### config.mk
export PLATFORM = sky130hd
export DESIGN_NAME = collision_probe
export DESIGN_NICKNAME = d
export VERILOG_FILES = /design/src/rtl/collision_probe.sv
export SDC_FILE = /design/constraint.sdc
export NUM_CORES = 1
export LEC_CHECK = 0
export BUFFER_PORTS_ARGS = -buffer_cell sky130_fd_sc_hd__buf_2
export CAP_MARGIN = 20
export CORE_UTILIZATION = 59
export CTS_CLUSTER_SIZE = 8
export DETAILED_ROUTE_END_ITERATION = 7
export GPL_TIMING_DRIVEN = 0
export PLACE_DENSITY = 0.83
export SYNTH_ARGS = -nofsm -noshare
export SYNTH_HDL_FRONTEND = slang
export SYNTH_SLANG_ARGS = --single-unit
### constraint.sdc
create_clock -name clock -period 3.6 [get_ports clock]
set_input_delay 1.08 -clock clock [delete_from_list [all_inputs] [get_ports clock]]
set_output_delay 1.08 -clock clock [all_outputs]
set_load 0.05 [all_outputs]
### src/rtl/collision_probe.sv
// Samples eight tile-map probe points around the character box once per start,
// one probe every 2 cycles through a synchronous RAM port, then updates all four blocked flags together.
module collision_probe #(
  parameter int SCREEN_W   = 160,
  parameter int SCREEN_H   = 120,
  parameter int TILE_SHIFT = 3,
  parameter int MAP_W_BITS = 5,
  parameter int MAP_H_BITS = 4,
  parameter int TILE_W     = 4,
  parameter int CHAR_W     = 8,
  parameter int CHAR_H     = 16
) (
  input  logic                            clock,
  input  logic                            resetn,
  input  logic                            start,
  input  logic [7:0]                      char_x,
  input  logic [7:0]                      char_y,
  output logic [MAP_H_BITS+MAP_W_BITS-1:0] tile_addr,
  input  logic [TILE_W-1:0]               tile_data,
  output logic                            left_blocked,
  output logic                            right_blocked,
  output logic                            up_blocked,
  output logic                            down_blocked,
  output logic                            busy,
  output logic                            done
);

  typedef enum logic [1:0] {IDLE, ISSUE, CAPTURE, UPDATE} state_t;

  state_t      state, state_nxt;
  logic [2:0]  k;
  logic [7:0]  lat_x, lat_y;
  logic [3:0]  hit, hit_nxt;   // {right, left, up, down}
  logic [3:0]  flags;
  logic        accept;

  function automatic logic signed [9:0] probe_px(input logic [7:0] x, input logic [2:0] p);
    logic signed [9:0] bx;
    bx = signed'({2'b00, x});
    case (p)
      3'd0, 3'd2: probe_px = bx;
      3'd1, 3'd3: probe_px = bx + 10'(CHAR_W - 1);
      3'd4, 3'd5: probe_px = bx - 10'sd1;
      default:    probe_px = bx + 10'(CHAR_W);
    endcase
  endfunction

  function automatic logic signed [9:0] probe_py(input logic [7:0] y, input logic [2:0] p);
    logic signed [9:0] by;
    by = signed'({2'b00, y});
    case (p)
      3'd0, 3'd1: probe_py = by + 10'(CHAR_H);
      3'd2, 3'd3: probe_py = by - 10'sd1;
      3'd4, 3'd6: probe_py = by;
      default:    probe_py = by + 10'(CHAR_H - 1);
    endcase
  endfunction

  // Address of the next probe: probe 0 comes straight from the inputs on the accepting edge.
  logic signed [9:0] a_px, a_py, c_px, c_py;
  logic [MAP_H_BITS+MAP_W_BITS-1:0] addr_nxt;
  logic oob_solid, oob_empty, res;

  always_comb begin
    if (accept) begin
      a_px = probe_px(char_x, 3'd0);
      a_py = probe_py(char_y, 3'd0);
    end else begin
      a_px = probe_px(lat_x, k + 3'd1);
      a_py = probe_py(lat_y, k + 3'd1);
    end
    addr_nxt = {a_py[TILE_SHIFT +: MAP_H_BITS], a_px[TILE_SHIFT +: MAP_W_BITS]};
  end

  always_comb begin
    c_px      = probe_px(lat_x, k);
    c_py      = probe_py(lat_y, k);
    oob_solid = (c_px < 10'sd0) || (c_px >= $signed(10'(SCREEN_W))) || (c_py >= $signed(10'(SCREEN_H)));
    oob_empty = (c_py < 10'sd0);
    res       = oob_solid || (!oob_empty && (tile_data != '0));
    hit_nxt   = hit;
    hit_nxt[k[2:1]] = hit[k[2:1]] | res;
  end

  always_ff @(posedge clock) begin
    if (!resetn) state <= IDLE;
    else         state <= state_nxt;
  end

  always_comb begin
    state_nxt = state;
    case (state)
      IDLE, UPDATE: state_nxt = start ? ISSUE : IDLE;
      ISSUE:        state_nxt = CAPTURE;
      CAPTURE:      state_nxt = (k == 3'd7) ? UPDATE : ISSUE;
      default:      state_nxt = IDLE;
    endcase
  end

  always_comb begin
    accept = (state == IDLE || state == UPDATE) && start;
    busy   = (state == ISSUE) || (state == CAPTURE);
    done   = (state == UPDATE);
  end

  always_ff @(posedge clock) begin
    if (!resetn) begin
      k         <= '0;
      lat_x     <= '0;
      lat_y     <= '0;
      hit       <= '0;
      flags     <= 4'hF;
      tile_addr <= '0;
    end else if (accept) begin
      k         <= '0;
      lat_x     <= char_x;
      lat_y     <= char_y;
      hit       <= '0;
      tile_addr <= addr_nxt;
    end else if (state == CAPTURE) begin
      hit <= hit_nxt;
      if (k == 3'd7) begin
        flags <= hit_nxt;
      end else begin
        k         <= k + 3'd1;
        tile_addr <= addr_nxt;
      end
    end
  end

  assign down_blocked  = flags[0];
  assign up_blocked    = flags[1];
  assign left_blocked  = flags[2];
  assign right_blocked = flags[3];

endmodule

==> results of run 1 <==
power by group through the flow:
| stage | combinational (mW) | sequential, mW | clock [mW] |
|---|---|---|---|
| after floorplan | 0.175 | 0.493 | 0 |
| after global placement | 0.273 | 0.467 | 0 |
| after detailed placement | 0.278 | 0.467 | 0 |
| after CTS | 0.279 | 0.458 | 0.310 |
| after global routing | 0.308 | 0.462 | 0.331 |
| final | 0.284 | 0.458 | 0.311 |
layer usage:
metal  up-vias  GRT usage (%)  part of all wire [%]
met3        17           4.69                   8.4
met4         0           11.7                   2.2
met5         -              0                     0
met2       188           53.6                    44
li1       1652              -                     -
met1      1572           48.0                    45
flip-flops by register name (all words and copies together), names as in the netlist:
signal and flops:
tile_addr 9, lat_x 8, lat_y 8, flags 4, hit 4, k 3, state 2
how the worst max path moves through the flow:
| stage | depth (start not counted) | to | startpoint |
|---|---|---|---|
| 2_1_floorplan | 9 | flags[0]$_SDFFE_PN1P_ | lat_x[3]$_SDFFE_PN0P_ |
| 3_3_place_gp | 9 | flags[1]$_SDFFE_PN1P_ | lat_x[3]$_SDFFE_PN0P_ |
| 3_5_place_dp | 11 | flags[0]$_SDFFE_PN1P_ | k[1]$_SDFFE_PP0P_ |
| 4_1_cts | 11 | flags[3]$_SDFFE_PN1P_ | k[1]$_SDFFE_PP0P_ |
| 5_1_grt | 11 | flags[0]$_SDFFE_PN1P_ | k[1]$_SDFFE_PP0P_ |
| 6_report | 11 | flags[0]$_SDFFE_PN1P_ | k[1]$_SDFFE_PP0P_ |
Yosys cell counts (2+ instances only):
master | number | area share, %
or3_1 | 3 | 0.59
o211ai_1 | 9 | 2.1
xor2_1 | 7 | 1.9
o21bai_1 | 2 | 0.48
a211oi_1 | 5 | 1.2
nand2b_1 | 7 | 1.4
o32ai_1 | 2 | 0.55
nor3b_1 | 4 | 0.95
o21a_1 | 2 | 0.48
xnor2_1 | 5 | 1.4
buf_1 | 3 | 0.36
nand3_1 | 14 | 2.2
a21oi_1 | 20 | 3.2
nor2_1 | 33 | 3.9
nor4_1 | 7 | 1.4
nor4b_1 | 3 | 0.83
o221ai_1 | 2 | 0.55
o211a_1 | 2 | 0.63
and3_1 | 3 | 0.59
o2111ai_1 | 3 | 0.83
nor3_1 | 9 | 1.4
buf_2 | 3 | 0.48
a31oi_1 | 4 | 0.79
o21ai_0 | 27 | 4.3
o31ai_1 | 2 | 0.48
a22oi_1 | 3 | 0.71
nor2b_1 | 8 | 1.6
inv_1 | 20 | 2.4
o311ai_0 | 2 | 0.55
o311ai_1 | 2 | 0.55
a311oi_1 | 7 | 1.9
o22ai_1 | 5 | 0.99
a21o_1 | 2 | 0.48
a21boi_0 | 18 | 4.3
a2111oi_0 | 4 | 1.1
a221oi_1 | 4 | 1.1
clkbuf_1 | 27 | 3.2
nand4_1 | 2 | 0.40
nand2_1 | 69 | 8.2
ha_1 | 20 | 7.9
and2_1 | 3 | 0.59
dfxtp_1 | 38 | 24
cell type report:
type	instances	area, um^2	area share, %
Clock inverter	3	21.3	0.604
Sequential cell	38	761	21.6
Multi-Input combinational cell	340	2190	62.2
Timing Repair Buffer	37	185	5.26
Clock buffer	5	68.8	1.96
Buffer	34	133	3.77
Inverter	20	75.1	2.13
Tap cell	70	87.6	2.49
critical path, stage by stage, from the launching register on:
cell and delay, ns:
dfxtp_1 0.38, clkbuf_1 0.35, inv_1 0.27, ha_1 0.24, clkbuf_1 0.20, o21bai_1 0.30
nor2b_1 0.17, a221oi_1 0.10, a221oi_1 0.29, a22oi_1 0.22, a2111oi_0 0.44, o211ai_1 0.15
stage by stage:
step	area [um^2]	util (%)
CTS	3520	68.5
detailed placement	3430	66.7
global route	3520	68.5
finish	3520	68.5
floorplan	3160	-
global placement	3430	66.7
cell usage in the layout, fill, tap and decap left out, types with 8 or more instances in the layout:
| cell type | instances |
|---|---|
| nand2_1 | 69 |
| buf_2 | 40 |
| dfxtp_1 | 38 |
| nor2_1 | 33 |
| clkbuf_1 | 27 |
| o21ai_0 | 27 |
| inv_1 | 20 |
| a21oi_1 | 20 |
| ha_1 | 20 |
| a21boi_0 | 18 |
| nand3_1 | 14 |
| nor3_1 | 9 |
| o211ai_1 | 9 |
| nor2b_1 | 8 |
logic make-up after synthesis:
kind of cell	synth area share [%]
and+or+nand+nor	25.5
buffers and inverters	6.58
xor gates and xnor gates	3.33
AOI/OAI and AO/OA	31.2
muxes	1.39
adders and majority gates	7.93
DFF	24.1
==> impl_metrics.tcl, run 1 <==
set metrics [dict create \
    cts_tree "yes" \
    vias 3429 \
    die_w_um 75.1 \
    worstSetupPathType "reg -> reg" \
    slew_headroom_pct 40.9 \
    core_area_mm2 0.00514 \
    hold_depth 2 \
    drc 0 \
    synth_ff_type "dfxtp_1" \
    seq_power_share_pct 43.5 \
    ys.warnings.count 0 \
    async_flop_share_pct 0 \
    power_leakage_nw 1.35 \
    worstRegToRegCells 11 \
    antenna_found_initial 0 \
    nets 519 \
    cts-buffers-inserted 5 \
    antenna_cells 0 \
    post-dp-hpwl_um 6760 \
    finalSetupTns_ns 0 \
    swShare_pct 36.2 \
    status "finished, final reports clean" \
    synth_edf_count 0 \
    grt_max_degree 14 \
    drt-total-wl_um 9270 \
    syn_area_per_cell_um2 7.31 \
    rsz0062_at_grt "no" \
    reg2reg_from "k[1]$_SDFFE_PP0P_" \
    grt_overflow_total 0 \
    synth.net_count 475 \
    drt_iter0_drc 355 \
    synth.distinct_cells 59 \
    max_clock_freq_ghz 0.307 \
    clkLatencyLatePin_ns 0.30 \
    cts.path.max_buffers 2 \
    end_kind "flop" \
    worst-slew-pin-transition_ns 0.879 \
    netlist_instances 432 \
    gp_congestion 0.960 \
    grt_first_pass_wirelength_um 14400 \
    io_pins 38 \
    p_per_area_mw_per_mm2 299 \
    worst_hold_path_type "reg -> reg" \
    r2r_slack_ns 0.34 \
    cts-root-buf "clkbuf_8" \
    worst_slack_ns 0.341 \
    dp.cells 539 \
    dieArea_mm2 0.00565 \
    die_y_um 75.1 \
    hold_path_end "flags[3]$_SDFFE_PN1P_" \
    cp_max_fo 8 \
    ctsResizeCount 0 \
    skew_ns 0.00877 \
    grt_usage_pct 34.1 \
    power.switching_mw 0.381 \
    netlist_area_mm2 0.00316 \
    hp-start "flags[3]$_SDFFE_PN1P_" \
    num_rows 26 \
    period_needed_ns 3.26 \
    internal-power_mw 0.672 \
    yosys_register_bits 38 \
    cts-htree-levels 2 \
    reg2reg_to "flags[0]$_SDFFE_PN1P_" \
    min_period_over_period_pct 90.5 \
    setup_viol 0 \
    slew_violations 0 \
    p_comb_share_pct 27.0 \
    numClockSinks 38 \
    area_growth_pct 11.5 \
    fin_hold_ws_ns 0.476 \
    ys_seq_area_share_pct 24.1 \
    final_cells 547 \
    ant_nets 0 \
    crit_required_ns 3.76 \
    wl_per_cell_um 16.9 \
    first_pass_iters 5 \
    hold_viol_final 0 \
    cp.arrival_ns 3.42 \
    ir_drop_v 0.000294 \
    post_route_cells_drive_above_1_share_pct 12.4 \
    num-fill-cells 481 \
    cts_hold_buf 0 \
    viasPerCell 6.27 \
    start_util_pct 61.4 \
    place_ws_ns 0.466 \
    finalPower_mw 1.05 \
    cts_setup_buffers 0 \
    cp-start-kind "flop" \
    clkTransAtPathRegs_ns 0.09 \
    drv_cap 0 \
    clockPowerShare_pct 29.5 \
    grt_pass1_vias 2864 \
    portBuffers 37 \
]
(Power assumes the default switching activity.)
==> run 2: changes to the inputs <==
--- a/config.mk
+++ b/config.mk
@@ -5,7 +5,7 @@
 export SDC_FILE = /design/constraint.sdc
 export NUM_CORES = 1
 export LEC_CHECK = 0
-export BUFFER_PORTS_ARGS = -buffer_cell sky130_fd_sc_hd__buf_2
+export BUFFER_PORTS_ARGS = -buffer_cell sky130_fd_sc_hd__buf_4
 export CAP_MARGIN = 20
 export CORE_UTILIZATION = 59
 export CTS_CLUSTER_SIZE = 8
==> run 2 against run 1 <==
Against the previous run:
- worst setup slack better by 0.0052 ns
- global-route usage up 0.41 points
- core utilization up 2.8 points
- die area unchanged
- first-iteration DRC count up 11%
- clock power up 49%
- wire length up 2.6%
- critical endpoint is now flags[1]$_SDFFE_PN1P_
- final cell count unchanged
==> impl_metrics.tcl, run 2 (same netlist as run 1, synthesis figures left out) <==
set metrics [dict create \
    worstRegToRegCells 9 \
    grt_max_degree 13 \
    ff_latch_area_um2 761 \
    max_clock_freq_ghz 0.307 \
    drt-total-wl_um 9510 \
    clkTransAtPathRegs_ns 0.09 \
    ant_nets 0 \
    slowest_stage "a2111oi_0" \
    worst_hold_path_type "reg -> reg" \
    ir_drop_v 0.000235 \
    portBuffers 37 \
    die_y_um 75.1 \
    path_buf_inv 2 \
    cp_num_cells 9 \
    reg_top3 "tile_addr x9, lat_x x8, lat_y x8" \
    cts_setup_buffers 0 \
    grt_usage_pct 34.5 \
    vias 3473 \
    skew_ns 0.00866 \
    end_kind "flop" \
    cp.arrival_ns 3.41 \
    die_w_um 75.1 \
    cts-root-buf "clkbuf_8" \
    cts-htree-levels 2 \
    period_needed_ns 3.25 \
    cp_max_fo 10 \
    viasPerCell 6.35 \
    finalPower_mw 1.22 \
    hold_viol_final 0 \
    critPathTopFamily "compound AO/OA/AOI/OAI gates" \
    setup_viol 0 \
    finalSetupTns_ns 0 \
    worst-slew-pin-transition_ns 0.921 \
    drt_iter0_drc 394 \
    post_route_cells_drive_above_1_share_pct 12.4 \
    crit_required_ns 3.76 \
    slew_headroom_pct 38.5 \
    grt_first_pass_wirelength_um 14600 \
    dp.cells 539 \
    dieArea_mm2 0.00565 \
    first_pass_iters 5 \
    num_rows 26 \
    cts.path.max_buffers 2 \
    grt_overflow_total 0 \
    io_pins 38 \
    max_stage_delay_ns 0.47 \
    cts-buffers-inserted 5 \
    core_area_mm2 0.00514 \
    drc 0 \
    wl_per_cell_um 17.4 \
    multi_input_area_mm2 0.00219 \
    numClockSinks 38 \
    nets 519 \
    area_growth_pct 16.1 \
    grt_pass1_vias 2943 \
    worstSetupPathType "reg -> reg" \
    start_util_pct 61.4 \
    clkLatencyLatePin_ns 0.29 \
    final_common_cell "nand2_1" \
    cts_tree "yes" \
    crit_chain "clkbuf_1 -> inv_1 -> ha_1 -> a21oi_1 -> mux2_2 -> a311oi_1 -> a22oi_1 -> a2111oi_0 -> o211ai_1" \
    post-dp-hpwl_um 6960 \
    status "finished, final reports clean" \
    power_leakage_nw 1.41 \
    rsz0062_at_grt "no" \
    fin_hold_ws_ns 0.483 \
    cts_hold_buf 0 \
    antenna_found_initial 0 \
    hold_depth 2 \
    ctsResizeCount 0 \
    antenna_cells 0 \
    p_per_area_mw_per_mm2 333 \
    num-fill-cells 479 \
    largest_register_ffs 9 \
    drv_cap 0 \
    most-common-layout-cells "nand2_1 (69), dfxtp_1 (38), buf_4 (37)" \
    largest-register "tile_addr" \
    min_period_over_period_pct 90.4 \
    final_cells 547 \
    slew_violations 0 \
    gp_congestion 0.963 \
    cp-start-kind "flop" \
]
-- run 2: power breakdown --
group	total [mW]	internal, mW	switching, mW
Sequential	0.460	0.441	0.0189
Combinational	0.297	0.107	0.190
Clock	0.464	0.296	0.169
-- run 2: worst paths after layout --
check,startpoint,endpoint,slack (ns)
max,lat_x[3]$_SDFFE_PN0P_,flags[1]$_SDFFE_PN1P_,0.35
min,flags[2]$_SDFFE_PN1P_,flags[2]$_SDFFE_PN1P_,0.48
max reg2reg,lat_x[3]$_SDFFE_PN0P_,flags[1]$_SDFFE_PN1P_,0.35
min reg2reg,flags[2]$_SDFFE_PN1P_,flags[2]$_SDFFE_PN1P_,0.48
-- run 2: layout make-up --
| cell class | count | share of cell area [%] |
|---|---|---|
| multi-input combinational | 340 | 59.7 |
| sequential | 38 | 20.8 |
| timing repair buffer | 37 | 7.58 |
| buffer | 34 | 3.62 |
| tap | 70 | 2.39 |
| clock buffer | 6 | 2.25 |
| inverter | 20 | 2.05 |
| clock inverter | 2 | 1.64 |
-- run 2: metal layers --
layer | track usage (%) | vias up | wire, um
li1 | - | 1651 | -
met1 | 46.9 | 1617 | 4300
met2 | 56.1 | 176 | 4240
met3 | 3.88 | 29 | 684
met4 | 13.6 | 0 | 285
met5 | 0 | - | 0
-- run 2: worst register-to-register path: stages, from the launching register on --
cell       delay (ns)
dfxtp_1          0.34
clkbuf_1         0.35
inv_1            0.18
ha_1             0.29
a21oi_1          0.37
mux2_2           0.39
a311oi_1         0.36
a22oi_1          0.21
a2111oi_0        0.47
o211ai_1         0.15
-- run 2: through the flow --
stage,instance area [um^2],setup slack [ns],util (%)
global placement,3520,0.493,68.5
finish,3660,0.346,71.3
floorplan,3160,0.993,-
detailed placement,3520,0.492,68.5
global route,3660,0.220,71.3
CTS,3660,0.453,71.3
==> run 3: changes to the inputs <==
--- a/config.mk
+++ b/config.mk
@@ -7,11 +7,11 @@
 export LEC_CHECK = 0
 export BUFFER_PORTS_ARGS = -buffer_cell sky130_fd_sc_hd__buf_4
 export CAP_MARGIN = 20
-export CORE_UTILIZATION = 59
+export CORE_UTILIZATION = 53
 export CTS_CLUSTER_SIZE = 8
 export DETAILED_ROUTE_END_ITERATION = 7
 export GPL_TIMING_DRIVEN = 0
-export PLACE_DENSITY = 0.83
+export PLACE_DENSITY = 0.79
 export SYNTH_ARGS = -nofsm -noshare
 export SYNTH_HDL_FRONTEND = slang
 export SYNTH_SLANG_ARGS = --single-unit
==> constraint.sdc (replaced) <==
create_clock -name clock -period 2.9 [get_ports clock]
set_input_delay 0.87 -clock clock [delete_from_list [all_inputs] [get_ports clock]]
set_output_delay 0.87 -clock clock [all_outputs]
set_load 0.05 [all_outputs]
==> run 3 against run 2 <==
Against the previous run:
- global-route usage down 3.1 points
- first-iteration DRC count down 16%
- register-to-register slack worse by 0.25 ns
- combinational power up 28%
- clock power up 4.3%
- via count about the same
- final cell count up 0.73%
- maximum frequency up 16%
==> impl_metrics.tcl, run 3 (same netlist as run 1, synthesis figures left out) <==
set metrics [dict create \
    status "finished, final reports clean" \
    wl_per_cell_um 17.4 \
    swShare_pct 34.3 \
    grt_max_degree 14 \
    start_util_pct 56.3 \
    period_needed_ns 2.80 \
    worst-slew-pin-transition_ns 0.847 \
    power.switching_mw 0.493 \
    antenna_cells 0 \
    reg2reg_from "lat_x[3]$_SDFFE_PN0P_" \
    final_common_cell "nand2_1" \
    cts-htree-levels 2 \
    cp_common_cell "a311oi_1" \
    largest_register_ffs 9 \
    drt-total-wl_um 9600 \
    max_stage_delay_ns 0.39 \
    cp-start-kind "flop" \
    worst_hold_path_type "reg -> reg" \
    grt_first_pass_wirelength_um 15400 \
    largest-register "tile_addr" \
    cp_max_fo 10 \
    rsz0062_at_grt "yes" \
    portBuffers 37 \
    cts.path.max_buffers 2 \
    grt_pass1_vias 3153 \
    clkTransAtPathRegs_ns 0.09 \
    viasPerCell 6.31 \
    vias 3475 \
    placed_cell_area_mm2 0.00352 \
    num-fill-cells 514 \
    num_rows 27 \
    setup_viol 0 \
    max_clock_freq_ghz 0.357 \
    ir_drop_v 0.000365 \
    most-common-layout-cells "nand2_1 (69), buf_4 (40), dfxtp_1 (38)" \
    cts_hold_buf 0 \
    slew_headroom_pct 43.1 \
    cts-root-buf "clkbuf_8" \
    grt_overflow_total 0 \
    gp_congestion 0.935 \
    slowest_stage "a211oi_2" \
    crit_required_ns 3.06 \
    p_per_area_mw_per_mm2 384 \
    slew_violations 0 \
    crit_chain "buf_2 -> inv_1 -> ha_1 -> a21oi_4 -> mux2_2 -> a311oi_1 -> a22oi_2 -> a211oi_2 -> a311oi_1" \
    post_route_cells_drive_above_1_share_pct 16.7 \
    dieArea_mm2 0.00627 \
    io_pins 38 \
    first_pass_iters 6 \
    numClockSinks 38 \
    p_comb_share_pct 26.5 \
    nets 521 \
    cp.arrival_ns 2.97 \
    critPathTopFamily "compound AO/OA/AOI/OAI gates" \
    finalPower_mw 1.43 \
    seq_power_share_pct 39.7 \
    die_y_um 79.2 \
    reg_top3 "tile_addr x9, lat_x x8, lat_y x8" \
    die_w_um 79.2 \
    ff_latch_area_um2 761 \
    cts-buffers-inserted 5 \
    path_buf_inv 2 \
    drc 0 \
    clkLatencyLatePin_ns 0.31 \
    grt_usage_pct 31.4 \
    internal-power_mw 0.942 \
    design_area_mm2 0.00373 \
    area_growth_pct 18.2 \
    antenna_found_initial 0 \
    drt_iter0_drc 331 \
    clockPowerShare_pct 33.8 \
    cp-startpoint "lat_x[3]$_SDFFE_PN0P_" \
    post-dp-hpwl_um 6900 \
    hp-start "tile_addr[1]$_SDFFE_PN0P_" \
    drv_cap 0 \
    power_leakage_nw 1.43 \
    core_area_mm2 0.00561 \
    ant_nets 0 \
    skew_ns 0.00814 \
    multi_input_area_mm2 0.00225 \
    end_kind "flop" \
    hold_viol_final 0 \
    min_period_over_period_pct 96.7 \
    worstSetupPathType "reg -> reg" \
    cts_tree "yes" \
]
run 3: final timing paths:
path / cells after the start / endpoint / slack (ns)
max: 9 / hit[0]$_SDFFE_PP0P_ / 0.1
min: 2 / tile_addr[1]$_SDFFE_PN0P_ / 0.49
max reg2reg: 9 / hit[0]$_SDFFE_PP0P_ / 0.1
min reg2reg: 2 / tile_addr[1]$_SDFFE_PN0P_ / 0.49
run 3: worst reg2reg max path, delay by kind of cell, from the launching register on:
| family | cells | cell delay (ns) |
|---|---|---|
| compound gates | 5 | 1.33 |
| mux | 1 | 0.36 |
| flops | 1 | 0.35 |
| buf+inv | 2 | 0.34 |
| fa+ha+maj | 1 | 0.28 |
run 3: cell type report:
cell class / instances / share of cell area (%)
Multi-Input combinational cell: 340 / 60.3
Sequential cell: 38 / 20.4
Buffer: 33 / 3.69
Clock inverter: 3 / 1.21
Clock buffer: 5 / 1.84
Inverter: 20 / 2.11
Timing Repair Buffer: 40 / 8.05
Tap cell: 72 / 2.41
run 3: stage by stage:
stage / setup slack, ns / utilization (%) / cells / setup TNS [ns] / hold WS, ns
after floorplan: 0.293 / - / 432 / 0 / 0.473
after global placement: -0.223 / 62.9 / 541 / -1.05 / 0.460
after detailed placement: -0.309 / 62.9 / 541 / -1.40 / 0.471
after CTS: 0.0155 / 65.4 / 548 / 0 / 0.486
after global routing: -0.0310 / 66.6 / 551 / -0.0419 / 0.514
final: 0.0962 / 66.6 / 551 / 0 / 0.486
run 3: power groups by stage:
stage               logic, mW  clock network (mW)  registers (mW)
floorplan               0.218                   0           0.612
global placement        0.355                   0           0.580
detailed placement      0.361                   0           0.581
CTS                     0.366               0.491           0.569
global route            0.411               0.510           0.573
finish                  0.380               0.484           0.570
run 3: per-layer routing:
layer | wire [um] | share of wire [%] | track usage [%]
met1 | 4300 | 45 | 42.8
met2 | 4360 | 45 | 49.8
met3 | 666 | 6.9 | 4.25
met4 | 271 | 2.8 | 12.0
met5 | 0 | 0 | 0
run 3: what timing repair did:
item | 4_1_cts | 5_1_grt
setup endpoints to repair | 8 | 11
resized for setup | 12 | 15
pin swaps | 0 | 3
buffers inserted | 0 | 3
